$ cat config.mk
export PLATFORM = sky130hd
export DESIGN_NAME = pellet_eat_ctrl
export DESIGN_NICKNAME = d
export VERILOG_FILES = /design/src/rtl/pacman_pkg.sv /design/src/rtl/bcd_add_sat.sv /design/src/rtl/pellet_eat_ctrl.sv
export SDC_FILE = /design/constraint.sdc
export NUM_CORES = 1
export LEC_CHECK = 0
export ABC_AREA = 1
export BUFFER_PORTS_ARGS = -buffer_cell sky130_fd_sc_hd__buf_2
export CORE_ASPECT_RATIO = 0.8
export CORE_MARGIN = 3
export CORE_UTILIZATION = 45
export DETAILED_ROUTE_END_ITERATION = 12
export HOLD_SLACK_MARGIN = 0.08
export PLACE_DENSITY = 0.68
export SLEW_MARGIN = 20
export SYNTH_ARGS = -nofsm -noshare
export SYNTH_HDL_FRONTEND = slang
export SYNTH_SLANG_ARGS = --single-unit
$ cat constraint.sdc
create_clock -name Clk -period 10.45 [get_ports Clk]
set_input_delay 2.6125 -clock Clk [delete_from_list [all_inputs] [get_ports Clk]]
set_output_delay 2.6125 -clock Clk [all_outputs]
set_load 0.005 [all_outputs]
$ cat src/rtl/pacman_pkg.sv
// Shared constants and types for the Pac-Man pellet logic.
//   MAP_COLS / MAP_ROWS : maze size in tiles; tile index = row*MAP_COLS + col
//   TILE_SHIFT          : log2 of tile size in pixels
//   CENTER_WIN          : how far (in pixels) from a tile centre still counts as "on" it
//   PELLET_TOTAL        : pellets in a fresh maze
//   PELLET_PTS_BCD      : points per pellet, already in BCD
//   tile_idx_t, TILE_NONE, eat_state_t, is_centred()
package pacman_pkg;

    localparam int MAP_COLS     = 20;
    localparam int MAP_ROWS     = 11;
    localparam int TILE_SHIFT   = 5;
    localparam int TILE_HALF    = 1 << (TILE_SHIFT - 1);
    localparam int CENTER_WIN   = 2;
    localparam int PELLET_TOTAL = 150;
    localparam int PELLET_PTS   = 10;

    // Same value as PELLET_PTS, pre-encoded so the score adder never needs a binary-to-BCD step.
    localparam logic [7:0] PELLET_PTS_BCD = 8'h10;

    typedef logic [7:0] tile_idx_t;

    // Never a valid tile (the maze stops at 219), so it means "no tile eaten yet".
    localparam tile_idx_t TILE_NONE = 8'hFF;

    typedef enum logic [1:0] {
        IDLE,
        SAMPLE,
        LOOKUP,
        CHECK
    } eat_state_t;

    // The pixel offset inside a tile lies within CENTER_WIN of the tile centre.
    function automatic logic is_centred(input logic [TILE_SHIFT-1:0] off);
        return (off >= TILE_SHIFT'(TILE_HALF - CENTER_WIN)) &&
               (off <= TILE_SHIFT'(TILE_HALF + CENTER_WIN));
    endfunction

endpackage

$ cat src/rtl/bcd_add_sat.sv
// 4-digit BCD accumulator step: sum = a + b, saturating at 9999.
//   a   : 16-bit BCD running value (4 digits)
//   b   : 8-bit BCD increment (2 digits)
//   sum : 16-bit BCD result, 16'h9999 when the add carries out of the top digit
// Purely combinational. Inputs are assumed to hold valid BCD digits.
module bcd_add_sat (
    input  logic [15:0] a,
    input  logic [7:0]  b,
    output logic [15:0] sum
);

    logic [15:0] b_ext;
    logic [15:0] raw;
    logic        carry_out;

    assign b_ext = {8'h00, b};

    always_comb begin
        logic       c;
        logic [4:0] d;
        // NOTE: every variable written here gets a value before any branch reads or skips it,
        // so no path leaves a previous value held and no latch is inferred.
        c   = 1'b0;
        d   = 5'd0;
        raw = 16'h0000;
        for (int i = 0; i < 4; i++) begin
            d = {1'b0, a[4*i +: 4]} + {1'b0, b_ext[4*i +: 4]} + {4'd0, c};
            if (d > 5'd9) begin
                d = d - 5'd10;
                c = 1'b1;
            end else begin
                c = 1'b0;
            end
            raw[4*i +: 4] = d[3:0];
        end
        carry_out = c;
    end

    assign sum = carry_out ? 16'h9999 : raw;

endmodule

$ cat src/rtl/pellet_eat_ctrl.sv
// Pellet-eating controller: once per frame, decides whether Pac-Man sits on the centre of a
// tile that still holds a pellet, and if so clears it, scores it and counts it down.
//   Clk, Reset_n      : system clock, asynchronous active-low reset
//   frame_clk         : per-frame tick from another clock domain; each rising edge starts one evaluation
//   level_restart     : 1-cycle pulse; reload pellet count, clear level_clear and the last-eaten tile
//   Ball_X/Y_Pos_out  : Pac-Man centre, pixels
//   query_addr        : tile index for the food map query port
//   food_tile_n       : food map answer for query_addr one cycle later (0 = pellet present)
//   is_food_eaten     : 1-cycle strobe telling the food map to clear the current tile
//   score_bcd         : 4-digit BCD score, saturating at 9999
//   pellets_left      : pellets still in the maze
//   level_clear       : sticky, set when the last pellet is eaten
module pellet_eat_ctrl
    import pacman_pkg::*;
(
    input  logic        Clk,
    input  logic        Reset_n,
    input  logic        frame_clk,
    input  logic        level_restart,
    input  logic [9:0]  Ball_X_Pos_out,
    input  logic [9:0]  Ball_Y_Pos_out,
    output tile_idx_t   query_addr,
    input  logic        food_tile_n,
    output logic        is_food_eaten,
    output logic [15:0] score_bcd,
    output logic [7:0]  pellets_left,
    output logic        level_clear
);

    // ---------------- frame_clk synchroniser and rising-edge detect ----------------
    logic [1:0] frame_sync;
    logic       frame_prev;
    logic       frame_edge;

    always_ff @(posedge Clk or negedge Reset_n) begin
        if (!Reset_n) begin
            frame_sync <= 2'b00;
            frame_prev <= 1'b0;
        end else begin
            // NOTE: non-blocking assignments make every flop here sample the old value of its
            // neighbour, which is exactly what builds a shift chain rather than one wire.
            frame_sync <= {frame_sync[0], frame_clk};
            frame_prev <= frame_sync[1];
        end
    end

    assign frame_edge = frame_sync[1] & ~frame_prev;

    // ---------------- tile decode for the SAMPLE cycle ----------------
    logic [9-TILE_SHIFT:0] col;
    logic [9-TILE_SHIFT:0] row;
    tile_idx_t             sample_tile;
    logic                  sample_ok;

    eat_state_t state;
    tile_idx_t  last_tile;

    assign col = Ball_X_Pos_out[9:TILE_SHIFT];
    assign row = Ball_Y_Pos_out[9:TILE_SHIFT];

    // Only meaningful when the tile is inside the maze; sample_ok filters the rest.
    assign sample_tile = {3'b000, row} * 8'(MAP_COLS) + {3'b000, col};

    assign sample_ok = (col < (10-TILE_SHIFT)'(MAP_COLS)) &&
                       (row < (10-TILE_SHIFT)'(MAP_ROWS)) &&
                       is_centred(Ball_X_Pos_out[TILE_SHIFT-1:0]) &&
                       is_centred(Ball_Y_Pos_out[TILE_SHIFT-1:0]) &&
                       !level_clear &&
                       (sample_tile != last_tile);

    // ---------------- hit decision ----------------
    // The food map answer only arrives during CHECK, and the strobe must be high in that
    // same cycle, so the strobe is decoded from state and data instead of being registered.
    // A restart pulse in the same cycle suppresses it.
    logic        eat_hit;
    logic [15:0] score_next;

    assign eat_hit       = (state == CHECK) && !food_tile_n &&
                           (pellets_left != 8'd0) && !level_restart;
    assign is_food_eaten = eat_hit;

    bcd_add_sat u_score_add (
        .a   (score_bcd),
        .b   (PELLET_PTS_BCD),
        .sum (score_next)
    );

    // ---------------- FSM and registered datapath ----------------
    always_ff @(posedge Clk or negedge Reset_n) begin
        if (!Reset_n) begin
            state        <= IDLE;
            query_addr   <= '0;
            last_tile    <= TILE_NONE;
            score_bcd    <= 16'h0000;
            pellets_left <= 8'(PELLET_TOTAL);
            level_clear  <= 1'b0;
        end else if (level_restart) begin
            // Score survives a restart; everything describing the current maze does not.
            state        <= IDLE;
            last_tile    <= TILE_NONE;
            pellets_left <= 8'(PELLET_TOTAL);
            level_clear  <= 1'b0;
        end else begin
            case (state)
                IDLE: begin
                    // Edges that land while an evaluation is in flight are simply lost.
                    if (frame_edge) state <= SAMPLE;
                end
                SAMPLE: begin
                    if (sample_ok) begin
                        query_addr <= sample_tile;
                        state      <= LOOKUP;
                    end else begin
                        state <= IDLE;
                    end
                end
                LOOKUP: begin
                    state <= CHECK;
                end
                CHECK: begin
                    if (eat_hit) begin
                        last_tile    <= query_addr;
                        score_bcd    <= score_next;
                        pellets_left <= pellets_left - 8'd1;
                        if (pellets_left == 8'd1) level_clear <= 1'b1;
                    end
                    state <= IDLE;
                end
                default: state <= IDLE;
            endcase
        end
    end

endmodule

### After elaboration in Yosys (flattened, before gate mapping)

Cells that the tools add are included.

* add/sub/neg operators: 10
* $mul: 1
* magnitude comparators: 10
* equal/unequal tests: 6
* mux-type cells: 23
* bitwise logic cells: 3
* reductions and logical operators: 24

Operators by type and width (number)
* $mux W8: 6
* $mux W16: 1
* $mux W4: 4
* $sub A4 B4 Y4 const B: 4
* $gt A5 B4 Y1 const B: 3
* $add A4 B1 Y5: 2
* $ge A5 B4 Y1 const B: 2
* $le A5 B5 Y1 const B: 2
* $logic_and A1 B1 Y1: 10
* $reduce_and A3 Y1: 3
* $add A8 B5 Y8: 1
* $eq A8 B1 Y1 const B: 1
* $mux W1: 8
* $ne A8 B8 Y1: 1
* $pmux W2 S4: 1
* $reduce_bool A2 Y1: 4
* $reduce_bool A8 Y1: 1
* $sub A8 B1 Y8 const B: 1
* $mul A5 B3 Y6 const B: 1
* $mux W2: 3
* $add A4 B1 Y5 const B: 1
* $add A5 B1 Y5: 1
* $lt A5 B4 Y1 const B: 1
* $lt A5 B5 Y1 const B: 1
* other kinds (10): 14

* register bits after elaboration: 46
* input port bits: 25
* output and inout bits: 34
* logic and storage cells: 86

### Logic depth before layout (Yosys ltp)

Gate-level depths: netlist of the first run.

* depth after elaboration: 13
* gate-level depth with buffers: 25
* depth with buffers taken out: 25

### By module

A second synthesis of the first run with hierarchy kept.

* cell total of the unflattened synthesis: 439
* area total of the unflattened synthesis: 3263.1 sq um

Modules (own cells, without submodules)
* pellet_eat_ctrl: times used 1, cells each 318, area each 2477.4 sq um, seq. area each 1166.1 sq um
* bcd_add_sat: times used 1, cells each 121, area each 785.8 sq um, seq. area each 0.0 sq um

### Least setup slack after synthesis of the first run

Ideal clock, no wire load.

* kind: input to output
* start: input food_tile_n
* end: output is_food_eaten
* data arrival time: 3.154 ns
* required time: 7.837 ns
* setup slack: 4.683 ns
* stages on the path: 5
* path buffers: 1
* path through: nand3b_1 > inv_1 > nand2_4 > nor2_4 > buf_6

* longest elaborated chain between the ends: 4

RTL lines
* start: declaration: line pellet_eat_ctrl.sv:23 `input logic food_tile_n,`
* $logic_not A1 Y1: line pellet_eat_ctrl.sv:78 `assign eat_hit = (state == CHECK) && !food_tile_n &&`
* $logic_and A1 B1 Y1 (2 in series): line pellet_eat_ctrl.sv:78
* $logic_and A1 B1 Y1: line pellet_eat_ctrl.sv:79 `(pellets_left != 8'd0) && !level_restart;`
* end: declaration: line pellet_eat_ctrl.sv:24 `output logic is_food_eaten,`

Every way passes these cells.

### Final worst setup path of the first run

Same ends and word-level chain as after synthesis.

==> impl_metrics.json, run 1 <==
{
  "cts_sinks": 46,
  "ys.warnings.count": 0,
  "setup_ws_ps": 4360,
  "fin_util_pct": 55.6,
  "critPathRequiredTime_ps": 7840,
  "fin_tns_setup_ps": 0,
  "netlist_instances": 350,
  "cts_resized": 0,
  "numPortBuffers": 58,
  "cts_tree": "done",
  "grt_pass1_vias": 2344,
  "start_util_pct": 47.0,
  "drc": 0,
  "crit_path_top_delay_cell": "nor2_4",
  "grt_max_degree": 47,
  "syn-num-nets": 396,
  "antenna_found_initial": 0,
  "slew_headroom_pct": 61.3,
  "crit_chain": "buf_2, nand3b_1, inv_1, nand2_4, nor2_4, buf_2",
  "layout_common_cells": "nand2_1 (92), buf_2 (57), nand3_1 (52)",
  "fin_nets": 459,
  "path_clk_slew_ps": 90,
  "worstPathArrival_ps": 3480,
  "wl_per_cell_um": 12.3,
  "path_max_fanout": 12,
  "worstMarginPinSlew_ps": 581,
  "final_common_cell": "nand2_1",
  "drtAntennaViolNets": 0,
  "syn_area_sq_mm": 0.00281,
  "synthToLayoutAreaGrowth_pct": 18.3,
  "holdBufCountCts": 0,
  "multi_input_area_sq_mm": 0.00143,
  "place_congestion": 0.859,
  "drive_above_1_share_pct": 22.9,
  "cp-end-kind": "output port",
  "status": "completed",
  "r2r_setup_slack_ps": 6220,
  "fin_crit_sh_pct": 58.3,
  "grt_first_pass_wirelength_um": 10400,
  "place_hpwl_um": 4640,
  "fillers": 601,
  "crit_start": "food_tile_n",
  "slew_violations": 0,
  "finalClockSkew_ps": 7.64,
  "worstSetupPathType": "input pin to output port",
  "drt_wl_total_um": 6110,
  "synth.avg_cell_area_sq_um": 8.02,
  "vias": 2465,
  "io_pins": 59,
  "ir_drop_mv": 0.0570,
  "rows": 25,
  "max_freq_mhz": 164,
  "place_ws_ps": 4350,
  "ys_seq_elements": 46,
  "htree_levels": 2,
  "postCtsSetupRepairBufs": 0,
  "viasPerCell": 4.98,
  "worstHoldStart": "frame_sync[0]",
  "reg2reg_from": "score_bcd[2]",
  "overflow": 0,
  "clk_latency_ps": 300,
  "finalSetupViolations": 0,
  "dieArea_sq_mm": 0.00723,
  "p_leak_nw": 1.89,
  "yosys.cell_types.count": 33,
  "clock-root-buffer": "clkbuf_8",
  "clk_path_buf_depth": 2,
  "drtIter0Drc": 108,
  "fp.dieH_um": 76.6,
  "seqCellArea_sq_mm": 0.00117,
  "max_cap_violations": 0,
  "cts_buffers": 5,
  "holdWs_ps": 356,
  "core_sq_mm": 0.00597,
  "drt_first_pass_iters": 4,
  "min_to": "frame_sync[1]",
  "rsz0062_at_grt": "false",
  "start_kind": "input pin",
  "period_needed_ps": 6090,
  "hold_class": "flop to flop",
  "synth.yosys.seq_area_share_pct": 41.6,
  "antenna_cells": 0,
  "grtUsageTotal_pct": 17.9,
  "critPathMaxStageDelay_ps": 280,
  "die_width_um": 94.3,
  "powerDensity_mw_per_mm2": 119,
  "ff2ff_path_depth": 25,
  "crit_top_cell": "buf_2",
  "finalHoldViolations": 0,
  "min_path_cells": 0,
  "r2r-end": "score_bcd[6]"
}
-- critical path, delay by kind of cell --
| family | cells | cell delay, ps |
|---|---|---|
| AND/OR/NAND/NOR | 3 | 500 |
| buffers and inverters | 3 | 370 |
-- final cells by class --
type	instances	area share, %
well taps	81	3.05
flip-flops and latches	46	35.1
inverters	52	5.88
repair buffers	58	8.82
clock inverters	3	2.07
multi-input cells	250	43.0
clock buffers	5	2.07
-- synthesized netlist by cell type --
cell	count	area share [%]
a211o_1	1	0.31
a21oi_1	9	1.6
a22oi_1	3	0.80
a2bb2oi_1	1	0.31
a31o_2	1	0.31
buf_4	1	0.27
buf_6	1	0.40
dfrtp_1	34	30
dfstp_2	12	11
fa_1	2	1.4
ha_1	19	8.5
inv_1	49	6.6
inv_2	3	0.40
nand2_1	92	12
nand2_2	3	0.67
nand2_4	3	1.2
nand3_1	52	9.3
nand3b_1	1	0.27
nand4_1	3	0.67
nor2_1	19	2.5
nor2_2	2	0.45
nor2_4	2	0.80
nor3_1	1	0.18
nor3b_2	1	0.45
o211ai_1	1	0.27
o21a_1	1	0.27
o21ai_0	14	2.5
o22a_1	6	1.9
or2_1	1	0.22
or2_2	1	0.22
or2_4	1	0.31
xnor2_1	7	2.2
xor2_1	3	0.94
-- metal layers --
layer / share of wire [%] / vias up / wire length [um] / GRT usage (%)
met1: 50 / 1146 / 3060 / 25.6
met2: 45 / 50 / 2760 / 28.5
met4: 0.56 / 0 / 34 / 3.03
met5: 0 / - / 0 / 0
li1: - / 1264 / - / -
met3: 4.1 / 5 / 252 / 3.36
-- state kept, by name, summed over array words and instances, names as in the netlist --
name          cells
frame_sync        2
score_bcd        16
state             2
frame_prev        1
query_addr        8
level_clear       1
pellets_left      8
last_tile         8
-- per-stage QoR --
stage | cell area [sq um] | cells | total power [mW]
floorplan | 2810 | 350 | 0.219
global placement | 3180 | 487 | 0.237
detailed placement | 3180 | 487 | 0.239
CTS | 3320 | 495 | 0.400
global route | 3320 | 495 | 0.415
finish | 3320 | 495 | 0.396
-- how the worst max path moves through the flow --
stage	endpoint	cells after the start
floorplan	is_food_eaten	5
global placement	is_food_eaten	6
detailed placement	is_food_eaten	6
CTS	is_food_eaten	6
global route	is_food_eaten	6
finish	is_food_eaten	6
-- cell families after synthesis --
logic type	share of synthesized area [%]
AOI/OAI and AO/OA	8.25
buffers and inverters	7.62
DFF	41.6
and+or+nand+nor	29.6
xor gates and xnor gates	3.12
adders and majority gates	9.90
-- power breakdown --
part           internal, mW  switching (mW)
Combinational        0.0203          0.0319
Clock                0.0959          0.0641
Sequential            0.181         0.00243
Note: power is estimated with default switching activity, not from simulation.
==> inputs of run 2 (changes only) <==
==> constraint.sdc (replaced) <==
create_clock -name Clk -period 6 [get_ports Clk]
set_input_delay 1.5 -clock Clk [delete_from_list [all_inputs] [get_ports Clk]]
set_output_delay 1.5 -clock Clk [all_outputs]
set_load 0.005 [all_outputs]
==> impl_metrics.json, run 2 (synthesis gave the netlist of run 1 again) <==
{
  "status": "completed",
  "drtAntennaViolNets": 0,
  "grtUsageTotal_pct": 17.5,
  "final_common_cell": "nand2_1",
  "total_power_uw": 599,
  "antenna_cells": 0,
  "clk_path_buf_depth": 2,
  "slew_headroom_pct": 61.4,
  "grt_pass1_vias": 2353,
  "largest_reg_flops": 16,
  "viasPerCell": 4.91,
  "wl_per_cell_um": 11.8,
  "numPortBuffers": 58,
  "cts_buffers": 5,
  "fp.dieH_um": 76.6,
  "finalHoldViolations": 0,
  "worstSetupPathType": "flop to flop",
  "rows": 25,
  "htree_levels": 2,
  "vias": 2429,
  "io_pins": 59,
  "use_met2_pct": 28.0,
  "slew_violations": 0,
  "postCtsSetupRepairBufs": 0,
  "path_clk_slew_ps": 90,
  "drtIter0Drc": 77,
  "fin_nets": 459,
  "dieArea_sq_mm": 0.00723,
  "grt_max_degree": 47,
  "finalSetupViolations": 0,
  "place_hpwl_um": 4550,
  "path_max_fanout": 7,
  "drt_wl_total_um": 5830,
  "worstPathArrival_ps": 4320,
  "fin_tns_setup_ps": 0,
  "die_width_um": 94.3,
  "overflow": 0,
  "fin_crit_sh_pct": 68.1,
  "drive_above_1_share_pct": 22.9,
  "cp_top_family": "adder cells",
  "gr-usage-met3_pct": 3.36,
  "finalClockSkew_ps": 13.1,
  "final_area_sq_mm": 0.00327,
  "max_cap_violations": 0,
  "rsz0062_at_grt": "false",
  "top_usage_layer": "met2",
  "drc": 0,
  "period_needed_ps": 4090,
  "clock-root-buffer": "clkbuf_8",
  "fin_util_pct": 54.8,
  "cts_resized": 0,
  "worstMarginPinSlew_ps": 578,
  "cts_sinks": 46,
  "fillers": 570,
  "placed_area_sq_mm": 0.00318,
  "core_sq_mm": 0.00597,
  "layout_common_cells": "nand2_1 (92), buf_2 (57), nand3_1 (52)",
  "regMostFlops": "score_bcd",
  "place_congestion": 0.835,
  "holdBufCountCts": 0,
  "critPathRequiredTime_ps": 6230,
  "critPathMaxStageDelay_ps": 410,
  "cts_tree": "done",
  "drt_first_pass_iters": 4,
  "cp-end-kind": "flop",
  "crit_path_top_delay_cell": "dfrtp_1",
  "ir_drop_mv": 0.151,
  "max_freq_mhz": 245,
  "grtUsageMet1_pct": 24.6,
  "powerDensity_mw_per_mm2": 183,
  "start_util_pct": 47.0,
  "hold_class": "flop to flop",
  "clk_latency_ps": 300,
  "grt_first_pass_wirelength_um": 10300,
  "antenna_found_initial": 0,
  "p_leak_nw": 1.86,
  "start_kind": "flop",
  "crit_top_cell": "nand2_1",
  "synthToLayoutAreaGrowth_pct": 16.6,
  "cp_num_buf_inv": 4
}
-- run 2: cell types whose count changed in the layout (fill, tap and decap cells not counted) --
cell,change
clkinv_2,+1
clkinvlp_4,+1
bufinv_16,-2
-- run 2: cell type report --
cell class                      count  area, sq um  share of cell area [%]
Clock buffer                        5         68.8                    2.10
Clock inverter                      3         21.3                   0.650
Inverter                           52          195                    5.97
Multi-Input combinational cell    250         1430                    43.6
Sequential cell                    46         1170                    35.6
Tap cell                           81          101                    3.10
Timing Repair Buffer               58          293                    8.95
-- run 2: path summary, 6_finish.rpt --
check | cells after the start | endpoint | startpoint | slack (ps)
worst min register to register | 0 | frame_sync[1] | frame_sync[0] | 370
max in group asynchronous | 1 | score_bcd[6] | Reset_n | 4410
worst min-delay path | 0 | frame_sync[1] | frame_sync[0] | 370
worst max-delay path | 25 | score_bcd[9] | score_bcd[2] | 1910
min in group asynchronous | 1 | frame_sync[0] | Reset_n | 1190
worst max register to register | 25 | score_bcd[9] | score_bcd[2] | 1910
-- run 2: per-layer routing --
| metal | up-vias | wire (um) |
|---|---|---|
| met5 | - | 0 |
| met3 | 5 | 345 |
| met1 | 1115 | 2850 |
| li1 | 1260 | - |
| met2 | 49 | 2590 |
| met4 | 0 | 48 |
-- run 2: metrics by stage --
step                instances  hold WS, ps  worst slack (ps)
global placement          487          336              2130
finish                    495          365              1910
floorplan                 350          331              2460
CTS                       495          367              1920
detailed placement        487          346              1970
global route              495          375              1410
-- run 2: report_power, final --
group | switching (mW) | leakage (nW) | internal [mW]
clock | 0.108 | 0.0441 | 0.0819
sequential | 0.00428 | 0.573 | 0.316
combinational | 0.0542 | 1.25 | 0.0352
==> inputs of run 3 (changes only) <==
--- a/config.mk
+++ b/config.mk
@@ -5,7 +5,7 @@
 export SDC_FILE = /design/constraint.sdc
 export NUM_CORES = 1
 export LEC_CHECK = 0
-export ABC_AREA = 1
+export ABC_AREA = 0
 export BUFFER_PORTS_ARGS = -buffer_cell sky130_fd_sc_hd__buf_2
 export CORE_ASPECT_RATIO = 0.8
 export CORE_MARGIN = 3
==> constraint.sdc (replaced) <==
create_clock -name Clk -period 4.2 [get_ports Clk]
set_input_delay 1.05 -clock Clk [delete_from_list [all_inputs] [get_ports Clk]]
set_output_delay 1.05 -clock Clk [all_outputs]
set_load 0.005 [all_outputs]
==> impl_metrics.json, run 3 <==
{
  "synth-edff-count": 0,
  "core_sq_mm": 0.00597,
  "holdWs_ps": 355,
  "powerDensity_mw_per_mm2": 263,
  "place_ws_ps": 54.7,
  "drive_above_1_share_pct": 33.4,
  "synth_top_area_share_pct": 30.3,
  "io_pins": 59,
  "place_hpwl_um": 4320,
  "ys_seq_elements": 46,
  "clock-root-buffer": "clkbuf_8",
  "worstMarginPinSlew_ps": 702,
  "final_area_sq_mm": 0.00342,
  "clk_latency_ps": 300,
  "numPortBuffers": 58,
  "htree_levels": 2,
  "ys.warnings.count": 0,
  "critPathRequiredTime_ps": 4400,
  "rows": 25,
  "drt_first_pass_iters": 4,
  "wl_per_cell_um": 14.4,
  "syn_area_sq_mm": 0.00281,
  "viasPerCell": 5.15,
  "syn-num-nets": 310,
  "grt_max_degree": 47,
  "overflow": 0,
  "finalClockSkew_ps": 15.2,
  "grt_first_pass_wirelength_um": 10200,
  "vias": 2142,
  "status": "completed",
  "total_power_uw": 897,
  "dp.cells": 408,
  "die_width_um": 94.3,
  "drt_wl_total_um": 6010,
  "synth-main-ff-cell": "dfrtp_1",
  "fin_nets": 380,
  "regMostFlops": "score_bcd",
  "cp-end-kind": "flop",
  "worstPathArrival_ps": 4130,
  "synth.avg_cell_area_sq_um": 10.6,
  "postCtsSetupRepairBufs": 0,
  "drtIter0Drc": 95,
  "slew_violations": 0,
  "clk_path_buf_depth": 2,
  "start_kind": "flop",
  "max_cap_violations": 0,
  "fin_util_pct": 57.2,
  "yosysTopAreaCell": "dfrtp_1",
  "yosysMostFrequentCell": "dfrtp_1",
  "grtUsageTotal_pct": 17.4,
  "start_util_pct": 47.0,
  "setup_ws_ps": 271,
  "finalSetupViolations": 0,
  "max_freq_mhz": 254,
  "ir_drop_mv": 0.150,
  "final_cells": 416,
  "fin_crit_sh_pct": 93.6,
  "slew_headroom_pct": 52.8,
  "path_clk_slew_ps": 90,
  "largest_reg_flops": 16,
  "grt_pass1_vias": 2121,
  "yosys-top-cells-area": "dfrtp_1 (30%), dfstp_2 (11%), ha_1 (8.5%)",
  "antenna_found_initial": 0,
  "netlist_instances": 264,
  "path_max_fanout": 8,
  "final_common_cell": "buf_2",
  "antenna_cells": 0,
  "fp.dieH_um": 76.6,
  "period_needed_ps": 3930,
  "p_leak_nw": 1.69,
  "synth.yosys.seq_area_share_pct": 41.6,
  "holdBufCountCts": 0,
  "cts_buffers": 5,
  "worstSetupPathType": "flop to flop",
  "yosys.cell_types.count": 52,
  "synthArstFlopShare_pct": 100,
  "cts_resized": 0,
  "fin_tns_setup_ps": 0,
  "synthToLayoutAreaGrowth_pct": 21.8,
  "layout_common_cells": "buf_2 (57), dfrtp_1 (34), nor2_1 (18), ha_1 (18), inv_1 (16)",
  "cts_sinks": 46,
  "finalHoldViolations": 0,
  "ys_top_cells_by_count": "dfrtp_1 (34), ha_1 (19), nor2_1 (19)",
  "cts_tree": "done",
  "drc": 0,
  "dieArea_sq_mm": 0.00723,
  "placed_area_sq_mm": 0.00326,
  "drtAntennaViolNets": 0,
  "place_congestion": 0.765,
  "hold_class": "flop to flop"
}
[run 3: kinds of logic after synthesis]
logic type | share of synthesized area, %
xor+xnor | 8.60
flops | 41.6
simple gates | 14.5
buf+inv | 2.99
compound gates | 17.2
fa+ha+maj | 9.90
mux | 5.22
[run 3: critical path, cell delays in order (launching register included)]
cell,delay (ps)
dfrtp_1,420
o21ai_2,160
ha_1,180
inv_1,40
ha_1,310
inv_1,90
a21boi_0,110
o22ai_2,170
inv_1,60
ha_1,220
ha_4,310
o21ai_0,60
or2_2,290
a2bb2oi_2,160
ha_1,170
ha_1,250
inv_1,60
a21boi_0,80
o22a_2,320
nand2b_4,190
o22a_1,180
[run 3: power by group]
part	internal (mW)	switching [mW]	total [mW]
logic	0.0456	0.0597	0.105
clock network	0.194	0.150	0.344
registers	0.446	0.00187	0.448
total	0.686	0.211	0.897
[run 3: layout make-up]
type | instances | area (sq um)
multi-input cells | 196 | 1600
inverters | 17 | 63.8
fillers | 547 | 2560
repair buffers | 68 | 368
clock inverters | 1 | 30.0
clock buffers | 7 | 86.3
well taps | 81 | 101
flip-flops and latches | 46 | 1170
[run 3: path summary, 6_finish.rpt]
path / start / to / slack (ps) / depth (start not counted)
worst min-delay path: frame_sync[0] / frame_sync[1] / 350 / 0
worst max register to register: score_bcd[2] / score_bcd[8] / 270 / 20
max in group asynchronous: Reset_n / score_bcd[3] / 3050 / 1
worst min register to register: frame_sync[0] / frame_sync[1] / 350 / 0
worst max-delay path: score_bcd[2] / score_bcd[8] / 270 / 20
min in group asynchronous: Reset_n / pellets_left[5] / 730 / 1
[run 3: metal layers]
layer | global-route usage (%) | wire (um) | vias to the layer above | share of wire [%]
met1 | 24.9 | 3010 | 1016 | 50
met4 | 3.46 | 56 | 0 | 0.93
li1 | - | - | 1082 | -
met5 | 0 | 0 | - | 0
met3 | 3.55 | 230 | 8 | 3.8
met2 | 27.4 | 2720 | 36 | 45
